==> config.mk <==
export PLATFORM = sky130hd
export DESIGN_NAME = i2c_target
export DESIGN_NICKNAME = d
export VERILOG_FILES = /design/src/rtl/i2c_pkg.sv /design/src/rtl/i2c_bus_monitor.sv /design/src/rtl/i2c_target.sv
export SDC_FILE = /design/constraint.sdc
export NUM_CORES = 1
export LEC_CHECK = 0
export CAP_MARGIN = 20
export CORE_ASPECT_RATIO = 1.75
export CORE_MARGIN = 4
export CORE_UTILIZATION = 48
export DETAILED_ROUTE_END_ITERATION = 16
export PLACE_DENSITY = 0.83
export REMOVE_ABC_BUFFERS = 1
export SYNTH_ARGS = -nofsm -noshare
export SYNTH_HDL_FRONTEND = slang
export SYNTH_SLANG_ARGS = --single-unit
==> constraint.sdc <==
create_clock -name core_clk -period 1.87 [get_ports core_clk]
set_clock_uncertainty 0.05 [all_clocks]
set_input_delay 0.374 -clock core_clk [delete_from_list [all_inputs] [get_ports core_clk]]
set_output_delay 0.374 -clock core_clk [all_outputs]
set_load 0.1 [all_outputs]
==> src/rtl/i2c_pkg.sv <==
// Shared I2C definitions: target FSM state encoding and bus-level constants.
package i2c_pkg;

    typedef enum logic [3:0] {
        IDLE,
        ADDR,
        ADDR_ACK,
        RX_BYTE,
        RX_ACK,
        TX_BYTE,
        TX_ACK,
        IGNORE
    } i2c_state_e;

    localparam logic       I2C_ACK   = 1'b0;
    localparam logic       I2C_NACK  = 1'b1;
    localparam logic [7:0] FILL_BYTE = 8'hFF;

endpackage

==> src/rtl/i2c_bus_monitor.sv <==
// Synchronizes SCL/SDA into core_clk and flags SCL edges and START/STOP conditions.
module i2c_bus_monitor #(
    parameter int SYNC_STAGES = 2
) (
    input  logic core_clk,
    input  logic rst,
    input  logic scl_in,
    input  logic sda_in,
    output logic sda,
    output logic scl_rise,
    output logic scl_fall,
    output logic start,
    output logic stop
);

    logic [SYNC_STAGES-1:0] scl_pipe;
    logic [SYNC_STAGES-1:0] sda_pipe;
    logic                   scl;
    logic                   scl_q;
    logic                   sda_q;

    // Flops come out of reset at the idle-bus level so no edge is seen at release.
    always_ff @(posedge core_clk) begin
        if (rst) begin
            scl_pipe <= '1;
            sda_pipe <= '1;
            scl_q    <= 1'b1;
            sda_q    <= 1'b1;
        end else begin
            scl_pipe <= {scl_pipe[SYNC_STAGES-2:0], scl_in};
            sda_pipe <= {sda_pipe[SYNC_STAGES-2:0], sda_in};
            scl_q    <= scl;
            sda_q    <= sda;
        end
    end

    assign scl      = scl_pipe[SYNC_STAGES-1];
    assign sda      = sda_pipe[SYNC_STAGES-1];
    assign scl_rise = scl & ~scl_q;
    assign scl_fall = ~scl & scl_q;
    // SCL must be high on both sides of the SDA edge to count as a bus condition.
    assign start    = scl & scl_q & sda_q & ~sda;
    assign stop     = scl & scl_q & ~sda_q & sda;

endmodule

==> src/rtl/i2c_target.sv <==
// I2C target endpoint: address match, write bytes into the RX FIFO, serve reads from the TX FIFO.
module i2c_target #(
    parameter logic [6:0] TARGET_ADDR = 7'h50,
    parameter int         SYNC_STAGES = 2
) (
    input  logic       core_clk,
    input  logic       rst,
    input  logic       enable,
    input  logic       scl_in,
    input  logic       sda_in,
    output logic       sda_out,
    output logic [7:0] rx_data,
    output logic       rx_wr,
    input  logic       rx_full,
    input  logic [7:0] tx_data,
    output logic       tx_rd,
    input  logic       tx_empty,
    output logic       busy,
    output logic       rw
);
    import i2c_pkg::*;

    logic sda, scl_rise, scl_fall, start, stop;

    i2c_bus_monitor #(.SYNC_STAGES(SYNC_STAGES)) u_mon (
        .core_clk (core_clk),
        .rst      (rst),
        .scl_in   (scl_in),
        .sda_in   (sda_in),
        .sda      (sda),
        .scl_rise (scl_rise),
        .scl_fall (scl_fall),
        .start    (start),
        .stop     (stop)
    );

    i2c_state_e state, state_d;
    logic [2:0] bit_cnt, bit_cnt_d;
    logic [7:0] shreg, shreg_d, rx_data_d;
    logic       sda_out_d, rx_wr_d, tx_rd_d, busy_d, rw_d;
    // ack_drv: ACK bit already on the bus (second SCL fall ends the slot).
    // ack_ok: RX byte accepted / TX byte acknowledged by the master.
    logic       ack_drv, ack_drv_d, ack_ok, ack_ok_d;

    always_comb begin
        state_d   = state;
        bit_cnt_d = bit_cnt;
        shreg_d   = shreg;
        rx_data_d = rx_data;
        sda_out_d = sda_out;
        busy_d    = busy;
        rw_d      = rw;
        ack_drv_d = ack_drv;
        ack_ok_d  = ack_ok;
        rx_wr_d   = 1'b0;
        tx_rd_d   = 1'b0;

        case (state)
            IDLE: bit_cnt_d = 3'd7;
            ADDR: begin
                if (scl_rise) begin
                    shreg_d = {shreg[6:0], sda};
                    if (bit_cnt == 3'd0) begin
                        bit_cnt_d = 3'd7;
                        ack_drv_d = 1'b0;
                        if (shreg[6:0] == TARGET_ADDR) begin
                            rw_d    = sda;
                            busy_d  = 1'b1;
                            state_d = ADDR_ACK;
                        end else begin
                            state_d = IGNORE;
                        end
                    end else begin
                        bit_cnt_d = bit_cnt - 3'd1;
                    end
                end
            end
            ADDR_ACK: begin
                if (scl_fall) begin
                    if (!ack_drv) begin
                        sda_out_d = I2C_ACK;
                        ack_drv_d = 1'b1;
                        if (rw) begin
                            tx_rd_d = ~tx_empty;
                            shreg_d = tx_empty ? FILL_BYTE : tx_data;
                        end
                    end else begin
                        ack_drv_d = 1'b0;
                        if (rw) begin
                            sda_out_d = shreg[7];
                            state_d   = TX_BYTE;
                        end else begin
                            sda_out_d = 1'b1;
                            state_d   = RX_BYTE;
                        end
                    end
                end
            end
            RX_BYTE: begin
                if (scl_rise) begin
                    shreg_d = {shreg[6:0], sda};
                    if (bit_cnt == 3'd0) begin
                        bit_cnt_d = 3'd7;
                        ack_drv_d = 1'b0;
                        ack_ok_d  = ~rx_full;
                        state_d   = RX_ACK;
                        if (!rx_full) begin
                            rx_data_d = {shreg[6:0], sda};
                            rx_wr_d   = 1'b1;
                        end
                    end else begin
                        bit_cnt_d = bit_cnt - 3'd1;
                    end
                end
            end
            RX_ACK: begin
                if (scl_fall) begin
                    if (!ack_drv) begin
                        sda_out_d = ack_ok ? I2C_ACK : I2C_NACK;
                        ack_drv_d = 1'b1;
                    end else begin
                        sda_out_d = 1'b1;
                        ack_drv_d = 1'b0;
                        state_d   = RX_BYTE;
                    end
                end
            end
            TX_BYTE: begin
                if (scl_fall) begin
                    if (bit_cnt == 3'd0) begin
                        sda_out_d = 1'b1;
                        bit_cnt_d = 3'd7;
                        ack_ok_d  = 1'b0;
                        state_d   = TX_ACK;
                    end else begin
                        bit_cnt_d = bit_cnt - 3'd1;
                        shreg_d   = {shreg[6:0], 1'b1};
                        sda_out_d = shreg[6];
                    end
                end
            end
            TX_ACK: begin
                if (scl_rise && !ack_ok) begin
                    if (sda == I2C_ACK) begin
                        ack_ok_d = 1'b1;
                        tx_rd_d  = ~tx_empty;
                        shreg_d  = tx_empty ? FILL_BYTE : tx_data;
                    end else begin
                        state_d = IGNORE;
                    end
                end else if (scl_fall && ack_ok) begin
                    ack_ok_d  = 1'b0;
                    sda_out_d = shreg[7];
                    state_d   = TX_BYTE;
                end
            end
            IGNORE: sda_out_d = 1'b1;
            default: state_d = IDLE;
        endcase

        // Bus conditions and enable override whatever the byte logic decided.
        if (stop) begin
            state_d   = IDLE;
            sda_out_d = 1'b1;
            busy_d    = 1'b0;
        end else if (start) begin
            state_d   = ADDR;
            bit_cnt_d = 3'd7;
            sda_out_d = 1'b1;
            ack_drv_d = 1'b0;
        end
        if (!enable) begin
            state_d   = IDLE;
            sda_out_d = 1'b1;
            busy_d    = 1'b0;
            rx_wr_d   = 1'b0;
            tx_rd_d   = 1'b0;
        end
    end

    always_ff @(posedge core_clk) begin
        if (rst) begin
            state   <= IDLE;
            bit_cnt <= 3'd7;
            shreg   <= 8'h00;
            rx_data <= 8'h00;
            sda_out <= 1'b1;
            rx_wr   <= 1'b0;
            tx_rd   <= 1'b0;
            busy    <= 1'b0;
            rw      <= 1'b0;
            ack_drv <= 1'b0;
            ack_ok  <= 1'b0;
        end else begin
            state   <= state_d;
            bit_cnt <= bit_cnt_d;
            shreg   <= shreg_d;
            rx_data <= rx_data_d;
            sda_out <= sda_out_d;
            rx_wr   <= rx_wr_d;
            tx_rd   <= tx_rd_d;
            busy    <= busy_d;
            rw      <= rw_d;
            ack_drv <= ack_drv_d;
            ack_ok  <= ack_ok_d;
        end
    end

endmodule

# --- After elaboration in Yosys (flattened, before gate mapping) ---
# Index checks and enable logic that the tools add are counted.
totals:
  reg_bits: 36
  wordCells: 165
  output_inout_bits: 13
op_classes:
  bitwise: 18
  muxes: 66
  reduce_logical: 22
  eq_ne: 42
  addsub: 1
op_table:
  columns: ["op", "n"]
  rows:
  - ["8-bit 2-to-1 mux", 9]
  - ["4-bit 2-to-1 mux", 13]
  - ["3-bit != test (second input constant)", 12]
  - ["2-bit != test (second input constant)", 17]
  - ["8-bit one-hot mux with 4 select lines", 1]
  - ["1-bit 2-to-1 mux", 30]
  - ["4-bit one-hot mux with 7 select lines", 1]
  - ["13-bit AND reduction", 2]
  - ["3-bit 2-to-1 mux", 7]
  - ["4-bit by 3-bit equality test with 1-bit output (second input constant)", 4]
  - ["1-bit inverter", 11]
  - ["3-bit one-hot mux with 3 select lines", 1]
  - ["9-bit AND reduction", 1]
  - ["4-bit by 2-bit equality test with 1-bit output (second input constant)", 2]
  - ["4-bit AND reduction", 2]
  - ["2-bit OR reduction", 4]
  - ["1-bit AND", 7]
  - ["7-bit equality test (second input constant)", 1]
  - ["7-bit AND reduction", 1]
  - ["6-bit AND reduction", 1]
  - ["1-bit one-hot mux with 5 select lines", 1]
  - ["5-bit nonzero test", 1]
  - ["5-bit OR reduction", 1]
  - ["4-bit by 1-bit equality test with 1-bit output (second input constant)", 1]
  - ["other kinds (15)", 18]

# --- Logic depth before layout (Yosys ltp) ---
depth:
  ltp_word: 7
  mapped_depth: 7
  ltp_nobuf: 7

# --- By module ---
# From an unflattened synthesis, not the netlist that was laid out.
unflattened:
  cells_unflattened: 250
  area_unflattened_um2: 1995.7
by_module_without_submodules:
  columns: ["mod", "seq_area_each_um2", "area_each_um2", "n_inst", "cells_each"]
  rows:
  - ["i2c_target", 580.6, 1805.5, 1, 234]
  - ["i2c_bus_monitor", 120.1, 190.2, 1, 16]

# --- Worst setup path after synthesis ---
# OpenSTA, ideal clock, no wires.
synth_timing:
  path_type: "flip-flop to flip-flop"
  from: "reg rw"
  to: "reg shreg[1]"
  arrival_ps: 2012
  setup_slack_ps: -320
  n_path_buf: 0
  required_time_ps: 1692
  stages_incl_launch_ff: 5
  path_cell_list: "dfxtp_1 > a32oi_1 > o22ai_2 > mux2i_1 > nor2_1"
synth_via:
  elab_chain_cells: 2
synth_rtl:
  columns: ["item", "line", "rtl"]
  rows:
  - ["from (decl)", "i2c_target.sv:19", "output logic rw"]
  - ["from (signal assigned)", "i2c_target.sv:203", "rw <= rw_d;"]
  - ["2-bit != test (no line)", null, null]
  - ["9-bit AND reduction (no line)", null, null]
  - ["to (signal assigned)", "i2c_target.sv:197", "shreg <= shreg_d;"]
  - ["to (decl)", "i2c_target.sv:39", "logic [7:0] shreg, shreg_d, rx_data_d;"]
# No other way between the ends.
# A chain may end at the register's enable or synchronous reset.

# --- Final worst setup path ---
layout_timing:
  from: "reg u_mon.scl_pipe[1]"
  to: "reg state[1]"
layout_via:
  elab_chain_cells: 5
  word_cells_on_any_way: 21
  cone_classes: "7 x eq/ne; 2 x mux; 8 x bitwise; 4 x reduce/logical"
layout_rtl:
  columns: ["item", "line", "rtl"]
  rows:
  - ["from (decl)", "i2c_bus_monitor.sv:16", "logic [SYNC_STAGES-1:0] scl_pipe;"]
  - ["from (signal assigned)", "i2c_bus_monitor.sv:30", "scl_pipe <= {scl_pipe[SYNC_STAGES-2:0], scl_in};"]
  - ["1-bit inverter", "i2c_bus_monitor.sv:40", "assign scl_fall = ~scl & scl_q;"]
  - ["1-bit AND", "i2c_bus_monitor.sv:40", null]
  - ["1-bit logical AND", "i2c_target.sv:151", "end else if (scl_fall && ack_ok) begin"]
  - ["3-bit != test (no line)", null, null]
  - ["13-bit AND reduction (no line)", null, null]
  - ["to (signal assigned)", "i2c_target.sv:195", "state <= state_d;"]
  - ["to (decl)", "i2c_target.sv:37", "i2c_state_e state, state_d;"]
# Parallel ways exist; a longest one is shown, timed or not.

==> impl_metrics.ini <==
[final_layout]
fin_util_pct = 76.7
drive_gt1_share_pct = 33.3
nFillCells = 218
syn_to_final_growth_pct = 52.1
nets = 313
antenna_cells = 0

[yosys]
netlist_area_sq_um = 1870
yosys_warnings = 0
synth_seq_cells = 35
synthArstFlopShare_pct = 0
synth.yosys.seq_area_share_pct = 37.6
syn_avg_cell_area_sq_um = 8.11
synth_cell_types = 50
synth_ff_type = dfxtp_1
synth_edf_count = 0
syn_inst = 230

[floorplan]
ioPinCount = 28
die_w_um = 55.1
dieArea_sq_um = 4990
core_sq_um = 3700
start_util_pct = 50.4
dieHeight_um = 90.5
rows = 29

[worst_setup_path]
critPathMaxFanout = 9
criticalPathCategory = flop to flop
worst_path_largest_cell_delay_ns = 0.43
critical_path.cell_chain = and3b_1, o21ai_0, a2111o_1, or3_1, a311oi_1
cp_data_arrival_time_ns = 2.03
r2r_cells = 5
r2r-end = state[1]$_SDFFE_PP0P_
r2r_slack_ns = 0.001
end_kind = flop
critPathBufInv = 0
cp_top_family = compound AO/OA/AOI/OAI gates
cp-start-kind = flop
r2r-start = u_mon.scl_pipe[1]$_SDFF_PP1_
critPathRequiredTime_ns = 2.03
cpMaxStageDelayCell = a2111o_1

[sta]
rsz0062_at_grt = yes
timing.hold.ws_ns = 0.389
setup_viol = 0
fin_crit_sh_pct = 99.9
finalMaxSlewViolations = 0
tightest_slew_ns = 0.501
fmax_mhz = 535
period_minus_slack_ns = 1.87
hold_viol_final = 0
slew_headroom_pct = 66.2

[route]
vias = 2020
drt_iter0_drc = 61
drtPass1Iterations = 4
drcViolationCount = 0
wl_per_cell_um = 17.6
via_per_inst = 5.89
wl_um = 6030
antenna_left = 0

[clocking]
cts.sinks = 35
numCtsBuffers = 5
cts_tree = built
clkTransAtPathRegs_ns = 0.07
cts_buffer_depth = 2
root_buffer = clkbuf_8
htree_levels = 2
worstSkewPairLatency_ns = 0.30

[flow_run]
drv_cap = 0

[worst_hold_path]
whs_path_depth = 1
hold_class = flop to flop
hold_end = u_mon.sda_pipe[1]$_SDFF_PP1_
worstHoldStart = u_mon.sda_pipe[0]$_SDFF_PP1_

[pwr]
p_leak_uw = 0.00114
ir_worst_vdd_v = 0.000728
powerDensity_nw_per_um2 = 571

[global_routing]
grt_start_max_net_pins = 16
grt_pass1_wl_um = 9600
antenna_found_initial = 0
gr-total-overflow = 0
grt_pass1_vias = 2074
grt.total_usage_pct = 25.9

[run_status]
status = complete, no violations

[place]
place_congestion = 0.887
place_hpwl_um = 4300
portBuffers = 27
## layout by cell type, fill, tap and decap left out, types with 2 or more instances in the layout
master,instances
buf_4,45
nor2_1,36
dfxtp_1,28
nand2_1,23
o21ai_0,16
mux2i_1,15
clkdlybuf4s50_1,14
buf_12,14
nand2b_1,6
or2_2,6
clkbuf_8,6
inv_1,5
a21oi_1,5
nor3_1,4
or3_1,4
nand3_1,4
dfxtp_2,4
and2_1,3
o21ai_1,3
dfxtp_4,3
nor2b_2,2
nor4_1,2
and4bb_1,2
nor2_2,2
a311oi_1,2
a31oi_1,2
o211ai_1,2
o32a_1,2
mux2i_2,2
o22ai_1,2
buf_6,2
## cell families after synthesis
family | synth area share (%)
compound gates | 17.2
mux | 9.12
fa+ha+maj | 1.34
xor+xnor | 0.939
buf+inv | 5.43
flops | 37.6
simple gates | 28.4
## Yosys cell counts (3+ instances only)
cell,count,area share (%)
o21ai_0,16,4.3
nand2_1,23,4.6
nor2_1,38,7.6
and2_1,3,1.0
nand3_1,4,1.1
mux2i_1,17,9.1
or2_2,6,2.0
clkbuf_1,10,2.0
nor3_1,4,1.1
dfxtp_1,35,38
nor2b_1,3,1.0
a21oi_1,5,1.3
inv_1,6,1.2
o21ai_1,3,0.80
nand2b_1,6,2.0
buf_2,3,0.80
or3_1,4,1.3
## power by group
group | total (uW) | internal (uW) | switching [uW]
combinational | 124 | 68.5 | 55.9
clock | 740 | 438 | 302
sequential | 755 | 748 | 6.66
total | 1620 | 1250 | 364
## metrics by stage
stage / cells / TNS [ns] / setup WS (ns) / area [sq um] / power (uW)
6_report: 343 / 0 / 0.00126 / 2840 / 1620
5_1_grt: 343 / -0.619 / -0.113 / 2840 / 1670
3_5_place_dp: 332 / -1.49 / -0.160 / 2590 / 890
4_1_cts: 340 / -0.00890 / -0.00890 / 2750 / 1610
3_3_place_gp: 332 / -0.582 / -0.0679 / 2590 / 885
2_1_floorplan: 214 / -4.04 / -0.322 / 1790 / 811
## worst reg2reg max path, delay by kind of cell, from the launching register on
family / cells / cell delay, ns
DFF: 1 / 0.37
AOI/OAI and AO/OA: 3 / 0.75
and+or+nand+nor: 2 / 0.61
## timing repair
item	4_1_cts	5_1_grt
pin swaps	0	3
hold buffers	0	0
setup endpoints to repair	21	22
buffers inserted	0	3
endpoints found under the hold margin	0	0
resized for setup	12	19
## worst max-delay path by stage
stage	from	depth (start not counted)	slack (ns)	end
after floorplan	state[0]$_SDFFE_PP0P_	5	-0.32	state[1]$_SDFFE_PP0P_
after global placement	u_mon.scl_pipe[1]$_SDFF_PP1_	6	-0.07	shreg[6]$_SDFFE_PP0P_
after detailed placement	u_mon.scl_pipe[1]$_SDFF_PP1_	6	-0.16	shreg[6]$_SDFFE_PP0P_
after CTS	state[0]$_SDFFE_PP0P_	7	-0.009	rx_data[1]$_SDFFE_PP0P_
after global routing	u_mon.scl_q$_SDFF_PP1_	5	-0.11	state[1]$_SDFFE_PP0P_
final	u_mon.scl_pipe[1]$_SDFF_PP1_	5	0.001	state[1]$_SDFFE_PP0P_
## state kept, by name (all words and copies together) (netlist names), 2 cells and up
register / count
bit_cnt: 3
rx_data: 8
shreg: 8
state: 3
u_mon.scl_pipe: 2
u_mon.sda_pipe: 2
## layout make-up
class,count,area (sq um),share of cell area [%]
multi-input combinational,173,1140,40.1
timing repair buffer,75,781,27.5
sequential,35,717,25.3
clock buffer,6,82.6,2.91
tap,46,57.6,2.03
clock inverter,2,38.8,1.37
inverter,6,22.5,0.794
## metal layers
layer	routed length, um	share of wire (%)	global-route usage (%)
met4	375	6.2	19.1
met5	0	0	0
met3	248	4.1	5.45
met1	2150	36	26.9
met2	3260	54	42.4
Note: power is estimated with default switching activity, not from simulation.
